## src/rtl/sobel_pkg.sv

```systemverilog
// rtl/sobel_pkg.sv - shared defaults and FSM encoding for the Sobel window front-end
package sobel_pkg;

    localparam int IMG_W_DEF = 256;
    localparam int IMG_H_DEF = 256;
    localparam int DW_DEF    = 8;
    localparam int CW_DEF    = 10;

    localparam logic [1:0] ST_IDLE = 2'd0;
    localparam logic [1:0] ST_RUN  = 2'd1;
    localparam logic [1:0] ST_DONE = 2'd2;

    // Address width for a line buffer; a single-entry buffer still needs one bit.
    function automatic int addr_bits(input int depth);
        return (depth > 1) ? $clog2(depth) : 1;
    endfunction

endpackage

```

## src/rtl/sobel_window_ctrl_if.sv

```systemverilog
// rtl/sobel_window_ctrl_if.sv - raster pixel stream between image source and window sequencer
interface sobel_window_ctrl_if #(
    parameter int DW = 8
) ();

    logic [DW-1:0] pix;
    logic          pix_valid;
    logic          pix_ready;

    modport master (
        output pix,
        output pix_valid,
        input  pix_ready
    );

    modport slave (
        input  pix,
        input  pix_valid,
        output pix_ready
    );

endinterface

```

## src/rtl/sobel_line_buffer.sv

```systemverilog
// rtl/sobel_line_buffer.sv - one image line of pixel storage
// Read is combinational so the old entry is visible in the same cycle it is overwritten.
module sobel_line_buffer
    import sobel_pkg::*;
#(
    parameter int DEPTH = IMG_W_DEF,
    parameter int DW    = DW_DEF,
    parameter int AW    = addr_bits(DEPTH)
) (
    input  logic          clk,
    input  logic [AW-1:0] addr_i,
    input  logic          we_i,
    input  logic [DW-1:0] wdata_i,
    output logic [DW-1:0] rdata_o
);

    logic [DW-1:0] mem_q [DEPTH];

    assign rdata_o = mem_q[addr_i];

    always_ff @(posedge clk) begin
        if (we_i) begin
            mem_q[addr_i] <= wdata_i;
        end
    end

endmodule

```

## src/rtl/sobel_window_ctrl.sv

```systemverilog
// rtl/sobel_window_ctrl.sv - raster stream to 3x3 window sequencer feeding the Sobel core
module sobel_window_ctrl
    import sobel_pkg::*;
#(
    parameter int IMG_W = IMG_W_DEF,
    parameter int IMG_H = IMG_H_DEF,
    parameter int DW    = DW_DEF,
    parameter int CW    = CW_DEF
) (
    input  logic                 clk,
    input  logic                 rst,
    input  logic                 start_i,
    sobel_window_ctrl_if.slave   pix_if,
    output logic [DW-1:0]        data_0_0_o,
    output logic [DW-1:0]        data_0_1_o,
    output logic [DW-1:0]        data_0_2_o,
    output logic [DW-1:0]        data_1_0_o,
    output logic [DW-1:0]        data_1_1_o,
    output logic [DW-1:0]        data_1_2_o,
    output logic [DW-1:0]        data_2_0_o,
    output logic [DW-1:0]        data_2_1_o,
    output logic [DW-1:0]        data_2_2_o,
    output logic                 core_en_o,
    output logic [CW-1:0]        cnt_col_o,
    output logic [CW-1:0]        cnt_row_o,
    output logic                 busy_o,
    output logic                 done_o
);

    localparam int            AW       = addr_bits(IMG_W);
    localparam logic [CW-1:0] COL_LAST = CW'(IMG_W - 1);
    localparam logic [CW-1:0] ROW_LAST = CW'(IMG_H - 1);
    localparam logic [CW-1:0] TWO      = CW'(2);
    localparam logic [CW-1:0] ONE      = CW'(1);

    typedef logic [DW-1:0] win_arr_t [3][3];

    logic [1:0]    state_q, state_d;
    logic [CW-1:0] col_q, col_d;
    logic [CW-1:0] row_q, row_d;
    win_arr_t      win_q, win_d;
    win_arr_t      out_q;
    logic          core_en_q;
    logic [CW-1:0] cnt_col_q, cnt_row_q;

    logic          accept;
    logic          last_beat;
    logic          win_ok;
    logic [DW-1:0] lb0_rd, lb1_rd;

    assign pix_if.pix_ready = (state_q == ST_RUN);
    assign accept    = (state_q == ST_RUN) && pix_if.pix_valid;
    assign last_beat = accept && (col_q == COL_LAST) && (row_q == ROW_LAST);
    // Wrap-around columns 0/1 carry previous-line taps, so they never form a window.
    assign win_ok    = accept && (row_q >= TWO) && (col_q >= TWO);

    sobel_line_buffer #(
        .DEPTH (IMG_W),
        .DW    (DW),
        .AW    (AW)
    ) u_lb0 (
        .clk     (clk),
        .addr_i  (col_q[AW-1:0]),
        .we_i    (accept),
        .wdata_i (pix_if.pix),
        .rdata_o (lb0_rd)
    );

    sobel_line_buffer #(
        .DEPTH (IMG_W),
        .DW    (DW),
        .AW    (AW)
    ) u_lb1 (
        .clk     (clk),
        .addr_i  (col_q[AW-1:0]),
        .we_i    (accept),
        .wdata_i (lb0_rd),
        .rdata_o (lb1_rd)
    );

    always_comb begin
        state_d = state_q;
        col_d   = col_q;
        row_d   = row_q;
        win_d   = win_q;

        case (state_q)
            ST_IDLE: begin
                if (start_i) begin
                    state_d = ST_RUN;
                    col_d   = '0;
                    row_d   = '0;
                end
            end
            ST_RUN: begin
                if (last_beat) begin
                    state_d = ST_DONE;
                end
            end
            ST_DONE: begin
                state_d = ST_IDLE;
            end
            default: begin
                state_d = ST_IDLE;
            end
        endcase

        if (accept) begin
            for (int r = 0; r < 3; r++) begin
                win_d[r][0] = win_q[r][1];
                win_d[r][1] = win_q[r][2];
            end
            win_d[0][2] = lb1_rd;
            win_d[1][2] = lb0_rd;
            win_d[2][2] = pix_if.pix;

            if (col_q == COL_LAST) begin
                col_d = '0;
                row_d = (row_q == ROW_LAST) ? '0 : row_q + ONE;
            end else begin
                col_d = col_q + ONE;
            end
        end
    end

    always_ff @(posedge clk) begin
        if (rst) begin
            state_q   <= ST_IDLE;
            col_q     <= '0;
            row_q     <= '0;
            core_en_q <= 1'b0;
            cnt_col_q <= '0;
            cnt_row_q <= '0;
            for (int r = 0; r < 3; r++) begin
                for (int c = 0; c < 3; c++) begin
                    win_q[r][c] <= '0;
                    out_q[r][c] <= '0;
                end
            end
        end else begin
            state_q   <= state_d;
            col_q     <= col_d;
            row_q     <= row_d;
            win_q     <= win_d;
            core_en_q <= win_ok;
            // win_ok guarantees col/row >= 2, so the centre coordinates cannot underflow.
            if (win_ok) begin
                out_q     <= win_d;
                cnt_col_q <= col_q - ONE;
                cnt_row_q <= row_q - ONE;
            end
        end
    end

    assign data_0_0_o = out_q[0][0];
    assign data_0_1_o = out_q[0][1];
    assign data_0_2_o = out_q[0][2];
    assign data_1_0_o = out_q[1][0];
    assign data_1_1_o = out_q[1][1];
    assign data_1_2_o = out_q[1][2];
    assign data_2_0_o = out_q[2][0];
    assign data_2_1_o = out_q[2][1];
    assign data_2_2_o = out_q[2][2];

    assign core_en_o = core_en_q;
    assign cnt_col_o = cnt_col_q;
    assign cnt_row_o = cnt_row_q;
    assign busy_o    = (state_q == ST_RUN);
    assign done_o    = (state_q == ST_DONE);

endmodule
```

## src/flat_wrapper.sv

```systemverilog
// flat-port wrapper written by rule: the top's interface ports become plain ports
module sobel_window_ctrl_flat import sobel_pkg::*;
#(
    parameter int IMG_W = IMG_W_DEF,
    parameter int IMG_H = IMG_H_DEF,
    parameter int DW    = DW_DEF,
    parameter int CW    = CW_DEF
)
  (clk, rst, start_i, data_0_0_o, data_0_1_o, data_0_2_o, data_1_0_o, data_1_1_o, data_1_2_o, data_2_0_o, data_2_1_o, data_2_2_o, core_en_o, cnt_col_o, cnt_row_o, busy_o, done_o, pix_if_pix, pix_if_pix_valid, pix_if_pix_ready);
  sobel_window_ctrl_if #(.DW(DW)) pix_if_i ();
  input  logic clk;
  input  logic rst;
  input  logic start_i;
  output logic [DW-1:0] data_0_0_o;
  output logic [DW-1:0] data_0_1_o;
  output logic [DW-1:0] data_0_2_o;
  output logic [DW-1:0] data_1_0_o;
  output logic [DW-1:0] data_1_1_o;
  output logic [DW-1:0] data_1_2_o;
  output logic [DW-1:0] data_2_0_o;
  output logic [DW-1:0] data_2_1_o;
  output logic [DW-1:0] data_2_2_o;
  output logic core_en_o;
  output logic [CW-1:0] cnt_col_o;
  output logic [CW-1:0] cnt_row_o;
  output logic busy_o;
  output logic done_o;
  input wire logic [$bits(pix_if_i.pix)-1:0] pix_if_pix;
  input wire logic [$bits(pix_if_i.pix_valid)-1:0] pix_if_pix_valid;
  output wire logic [$bits(pix_if_i.pix_ready)-1:0] pix_if_pix_ready;
  assign pix_if_i.pix = pix_if_pix;
  assign pix_if_i.pix_valid = pix_if_pix_valid;
  assign pix_if_pix_ready = pix_if_i.pix_ready;
  sobel_window_ctrl #(.IMG_W(IMG_W), .IMG_H(IMG_H), .DW(DW), .CW(CW)) u_core (.clk(clk), .rst(rst), .start_i(start_i), .pix_if(pix_if_i), .data_0_0_o(data_0_0_o), .data_0_1_o(data_0_1_o), .data_0_2_o(data_0_2_o), .data_1_0_o(data_1_0_o), .data_1_1_o(data_1_1_o), .data_1_2_o(data_1_2_o), .data_2_0_o(data_2_0_o), .data_2_1_o(data_2_1_o), .data_2_2_o(data_2_2_o), .core_en_o(core_en_o), .cnt_col_o(cnt_col_o), .cnt_row_o(cnt_row_o), .busy_o(busy_o), .done_o(done_o));
endmodule
```

## config.mk

```make
export PLATFORM = sky130hd
export DESIGN_NAME = sobel_window_ctrl_flat
export DESIGN_NICKNAME = d
export VERILOG_FILES = /design/src/rtl/sobel_pkg.sv /design/src/rtl/sobel_window_ctrl_if.sv /design/src/rtl/sobel_line_buffer.sv /design/src/rtl/sobel_window_ctrl.sv /design/src/flat_wrapper.sv
export SDC_FILE = /design/constraint.sdc
export NUM_CORES = 2
export LEC_CHECK = 0
export CELL_PAD_IN_SITES_DETAIL_PLACEMENT = 0
export CELL_PAD_IN_SITES_GLOBAL_PLACEMENT = 2
export CORE_ASPECT_RATIO = 0.8
export CORE_UTILIZATION = 35
export DETAILED_ROUTE_END_ITERATION = 10
export GPL_TIMING_DRIVEN = 1
export HOLD_SLACK_MARGIN = 0.15
export PLACE_DENSITY = 0.66
export REMOVE_ABC_BUFFERS = 1
export SLEW_MARGIN = 20
export SYNTH_ARGS = -nofsm -noshare
export SYNTH_HDL_FRONTEND = slang
export SYNTH_SLANG_ARGS = --single-unit
```

## constraint.sdc

```tcl
create_clock -name clk -period 10.1 [get_ports clk]
set_input_delay 2.02 -clock clk [delete_from_list [all_inputs] [get_ports clk]]
set_output_delay 2.02 -clock clk [all_outputs]
set_load 0.05 [all_outputs]
```

Yosys cells after proc, flatten, opt, wreduce, memory -nomap -nowiden. Memory sizes are Yosys's and may differ from the RTL's. A register that Yosys moved wholly into a read port is not among the register bits. Index checks and enable logic that the tools add are counted.

Flip-flop bits (word level): 187. Output and inout bits: 96. Input bits: 12. Word-level logic and storage cells: 67. Memories kept: 2. Memory bits (writable): 4096.

Magnitude comparators: 2. Add/subtract/negate cells: 4. Muxes and demuxes: 19. Equal/unequal tests: 6. Reduce and logical (&&, ||, !) cells: 10.

Memories: u_core.u_lb0.mem_q (depth 256, width 8, rd ports 1, clocked after memory_dff 1, wr ports 1, line sobel_line_buffer.sv:17) `logic [DW-1:0] mem_q [DEPTH];`; u_core.u_lb1.mem_q (depth 256, width 8, rd ports 1, clocked after memory_dff 1, wr ports 1, line sobel_line_buffer.sv:17).

Operators with widths (count): $mux W10 (9); $mux W72 (1); $mux W8 (4); $add A10 B1 Y10 const B (2); $eq A10 B8 Y1 const B (2); $ge A10 B2 Y1 const B (2); $sub A10 B1 Y10 const B (2); $logic_and A1 B1 Y1 (5); $mux W2 (2); $pmux W2 S2 (1); $reduce_and A2 Y1 (2); $reduce_bool A2 Y1 (2); $eq A2 B1 Y1 const B (1); $eq A2 B2 Y1 const B (1); $logic_not A2 Y1 (1); $mux W1 (2); $ne A2 B1 Y1 const B (1); $ne A2 B2 Y1 const B (1).

Logic depth before layout (Yosys ltp).
Depth after elaboration: 6. Mapped depth: 14. Depth with buffers taken out: 8.

Cells and area by module. From an unflattened synthesis, not the netlist that was laid out.

Cells, all modules: 7905. Area total of the unflattened synthesis: 164253.8 um^2.

By module, submodules not included: sobel_line_buffer (sequential area each 61499.0 um^2, area an instance 78332.6 um^2, cells an instance 3539, instances 2); sobel_window_ctrl (sequential area each 3743.6 um^2, area an instance 7588.5 um^2, cells an instance 827, instances 1).

Least setup slack after synthesis. OpenSTA, ideal clock, no wires.

Path kind: register to register. Start: register with a tool-made name. End: memory u_core.u_lb1.mem_q[0][4] (data pin). Slack: 688 ps. Data arrival time: 8021 ps. Stages on the path, launching flop included: 13. Buffers on the path: 5. Setup time: 1390 ps. Required time: 8710 ps. Cells stage by stage: dfxtp_1 -> buf_6 -> buf_12 -> buf_12 -> buf_6 -> and2_1 -> clkbuf_2 -> a22oi_1 -> o21ai_0 -> a22oi_1 -> a21oi_1 -> or4b_4 -> nor2_1.

RTL lines (line): end, declared (sobel_line_buffer.sv:17).

==> results.json <==
{
  "outcome": "complete, no violations",
  "clk_path_buf_depth": 4,
  "synthArstFlopShare": 0,
  "startpoint_type": "register",
  "p_leak_nw": 56.3,
  "hold_violations": 0,
  "wl_per_cell_um": 33.9,
  "vdd_ir_drop_max_uv": 162,
  "setup_slack_ns": 3.13,
  "cts_root_buf": "clkbuf_16",
  "start_util": 0.351,
  "fmax_mhz": 143,
  "io_pins": 108,
  "power_density_nw_per_um2": 191,
  "tns_ns": 0,
  "layout_common_cells": "edfxtp_1 (4096), mux4_2 (916), buf_4 (428)",
  "path_clk_slew_ns": 0.06,
  "min_path_type": "register to register",
  "port_buffers": 107,
  "skew_ns": 0.0678,
  "row_count": 225,
  "die_h_um": 616,
  "synth_edf_count": 4096,
  "final_common_cell": "edfxtp_1",
  "core_area_um2": 469000,
  "yosys_warnings": 0,
  "grt_pass1_wl_um": 691000,
  "cts_hold_buf": 0,
  "grt_overflow": 0,
  "synth.yosys.seq_area_share": 0.770,
  "cpMostUsedCell": "buf_4",
  "pre_cts_ws_ns": 3.07,
  "cts_buffers": 421,
  "synth_cell_types": 89,
  "cts_tree": "done",
  "dp_hpwl_um": 307000,
  "grt_pass1_vias": 82800,
  "crit_slowest_cell": "dfxtp_4",
  "ant_nets": 0,
  "critPathArrivalTime_ns": 7.62,
  "path_class": "register to register",
  "nNetsFinal": 8282,
  "clock_latency_ns": 1.03,
  "grt_max_degree": 213,
  "drtIter0Drc": 11100,
  "critPathRequiredTime_ns": 10.74,
  "die_x_um": 769,
  "gp_congestion": 0.863,
  "ys_ff_latch": 4291,
  "slowest_delay_ns": 0.86,
  "area_growth_pct": 14.2,
  "crit_path_max_fanout": 88,
  "maxCapViolations": 0,
  "cts_setup_buffers": 0,
  "synth_cells": 7745,
  "crit_chain": "buf_4 > buf_4 > buf_4 > mux4_1 > mux4_2 > a21o_1 > nor3_1 > or4_1 > nor2_4 > buf_4",
  "relSlewSlack": 0.118,
  "cts_resized": 0,
  "drcViolationCount": 0,
  "fin_crit_sh": 0.690,
  "grt_setup_unrepaired": "no",
  "synth_flop_cell": "edfxtp_1",
  "setup_viol": 0,
  "grtUsageTotal": 0.208,
  "htree_num_levels": 5,
  "end_kind": "register",
  "layout-drive-gt1-share": 0.249,
  "worst_pin_slew_ns": 1.32,
  "syn_avg_cell_area_um2": 21.3,
  "slew_violations": 0,
  "numClockSinks": 4291,
  "dieArea_um2": 474000,
  "drt-vias-per-instance": 5.69,
  "syn_area_um2": 165000,
  "vias": 84600,
  "routed_wl_um": 505000,
  "antenna_found_initial": 48,
  "min_period_ns": 6.97,
  "drtPass1Iterations": 5
}
## layer usage
| layer | vias up | routed length (um) | global-route usage |
|---|---|---|---|
| li1 | 33600 | - | - |
| met1 | 46200 | 217000 | 0.307 |
| met2 | 4121 | 221000 | 0.305 |
| met3 | 699 | 50700 | 0.0505 |
| met4 | 16 | 16100 | 0.0628 |
| met5 | - | 114 | 0 |
## registers in the layout, indices dropped and copies added, names as in the netlist, named ones only
| register | flops |
|---|---|
| u_core.cnt_col_o | 10 |
| u_core.cnt_row_o | 10 |
| u_core.col_q | 10 |
| u_core.core_en_o | 1 |
| u_core.data_0_0_o | 8 |
| u_core.data_0_1_o | 8 |
| u_core.data_0_2_o | 8 |
| u_core.data_1_0_o | 8 |
| u_core.data_1_1_o | 8 |
| u_core.data_1_2_o | 8 |
| u_core.data_2_0_o | 8 |
| u_core.data_2_1_o | 8 |
| u_core.data_2_2_o | 8 |
| u_core.row_q | 10 |
| u_core.state_q | 2 |
| u_core.u_lb0.mem_q | 2048 |
| u_core.u_lb1.mem_q | 2048 |
| u_core.win_q | 72 |
## power breakdown
part	total, mW	internal (mW)	leakage [nW]	switching, mW
Sequential	19.6	19.5	38.4	0.0162
Clock	15.4	8.49	6.50	6.91
Combinational	1.02	0.313	11.4	0.710
Total	36.0	28.3	56.3	7.64
## logic make-up after synthesis
logic type,Yosys count,synth area share
AO/OA/AOI/OAI,769,0.0331
XOR/XNOR,16,0.000850
buffers and inverters,480,0.0200
flip-flops,4291,0.770
multiplexers,1269,0.149
adder cells (fa/ha/maj),8,0.000607
AND/OR/NAND/NOR,912,0.0261
## Yosys cell counts, types with 9 or more instances
library cell | count | area share
edfxtp_1 | 4096 | 0.75
mux4_2 | 916 | 0.13
nor2_1 | 444 | 0.010
mux2i_1 | 307 | 0.019
o22ai_1 | 211 | 0.0080
dfxtp_1 | 195 | 0.024
clkbuf_1 | 141 | 0.0032
nand2_1 | 138 | 0.0031
a22oi_1 | 118 | 0.0054
a211oi_1 | 111 | 0.0051
buf_2 | 101 | 0.0031
buf_6 | 92 | 0.0063
buf_4 | 88 | 0.0040
a21oi_1 | 76 | 0.0023
nor3_1 | 51 | 0.0015
nand3_1 | 49 | 0.0015
nor2b_1 | 44 | 0.0017
o21ai_0 | 34 | 0.0010
nand2b_1 | 32 | 0.0012
a22o_1 | 31 | 0.0016
nor4_1 | 29 | 0.0011
mux4_1 | 26 | 0.0041
nand3b_1 | 25 | 0.0011
a32oi_1 | 24 | 0.0013
o22a_1 | 24 | 0.0013
buf_8 | 20 | 0.0018
mux2_2 | 20 | 0.0014
o221ai_1 | 20 | 0.0011
a221oi_1 | 19 | 0.0010
o211ai_1 | 16 | 0.00073
o31ai_1 | 16 | 0.00073
and2_1 | 14 | 0.00053
and3_1 | 13 | 0.00049
buf_1 | 12 | 0.00027
o32ai_1 | 11 | 0.00058
or3_1 | 11 | 0.00042
xnor2_1 | 11 | 0.00058
inv_1 | 10 | 0.00023
nand4_1 | 10 | 0.00038
a31oi_1 | 9 | 0.00034
## stage by stage
stage / std cells / total power, mW / util / hold slack (ns) / instance area [um2]
final: 14900 / 36.0 / 0.401 / 0.494 / 188000
after global routing: 14900 / 36.9 / 0.401 / 0.526 / 188000
after CTS: 14800 / 36.3 / 0.401 / 0.501 / 188000
after detailed placement: 14100 / 21.0 / 0.373 / 0.485 / 175000
after global placement: 14100 / 20.9 / 0.372 / 0.470 / 174000
after floorplan: 7276 / 21.2 / - / 0.456 / 162000
## cell type report
type	instances	area, um2
clock buffers	510	11000
well taps	6242	7810
multi-input cells	2974	35200
repair buffers	563	4890
flip-flops and latches	4291	127000
inverters	11	73.8
fillers	41400	281000
clock inverters	259	2350
diodes	23	57.6
## critical path, delay by kind of cell, from the launching register on
family,cells,cell delay [ns]
AO/OA/AOI/OAI,1,0.25
buffers and inverters,4,2.98
flip-flops,1,0.86
multiplexers,2,0.63
AND/OR/NAND/NOR,3,1.57
## path summary, 6_finish.rpt
check,start,endpoint,slack (ns),cells past startpoint
worst max-delay path,register,u_core.u_lb1.mem_q[152][0]$_DFFE_PP_,3.13,10
worst min-delay path,u_core.win_q[17]$_SDFF_PP0_,u_core.win_q[17]$_SDFF_PP0_,0.49,2
worst max register to register,register,u_core.u_lb1.mem_q[152][0]$_DFFE_PP_,3.13,10
worst min register to register,u_core.win_q[17]$_SDFF_PP0_,u_core.win_q[17]$_SDFF_PP0_,0.49,2
(Power assumes the default switching activity.)
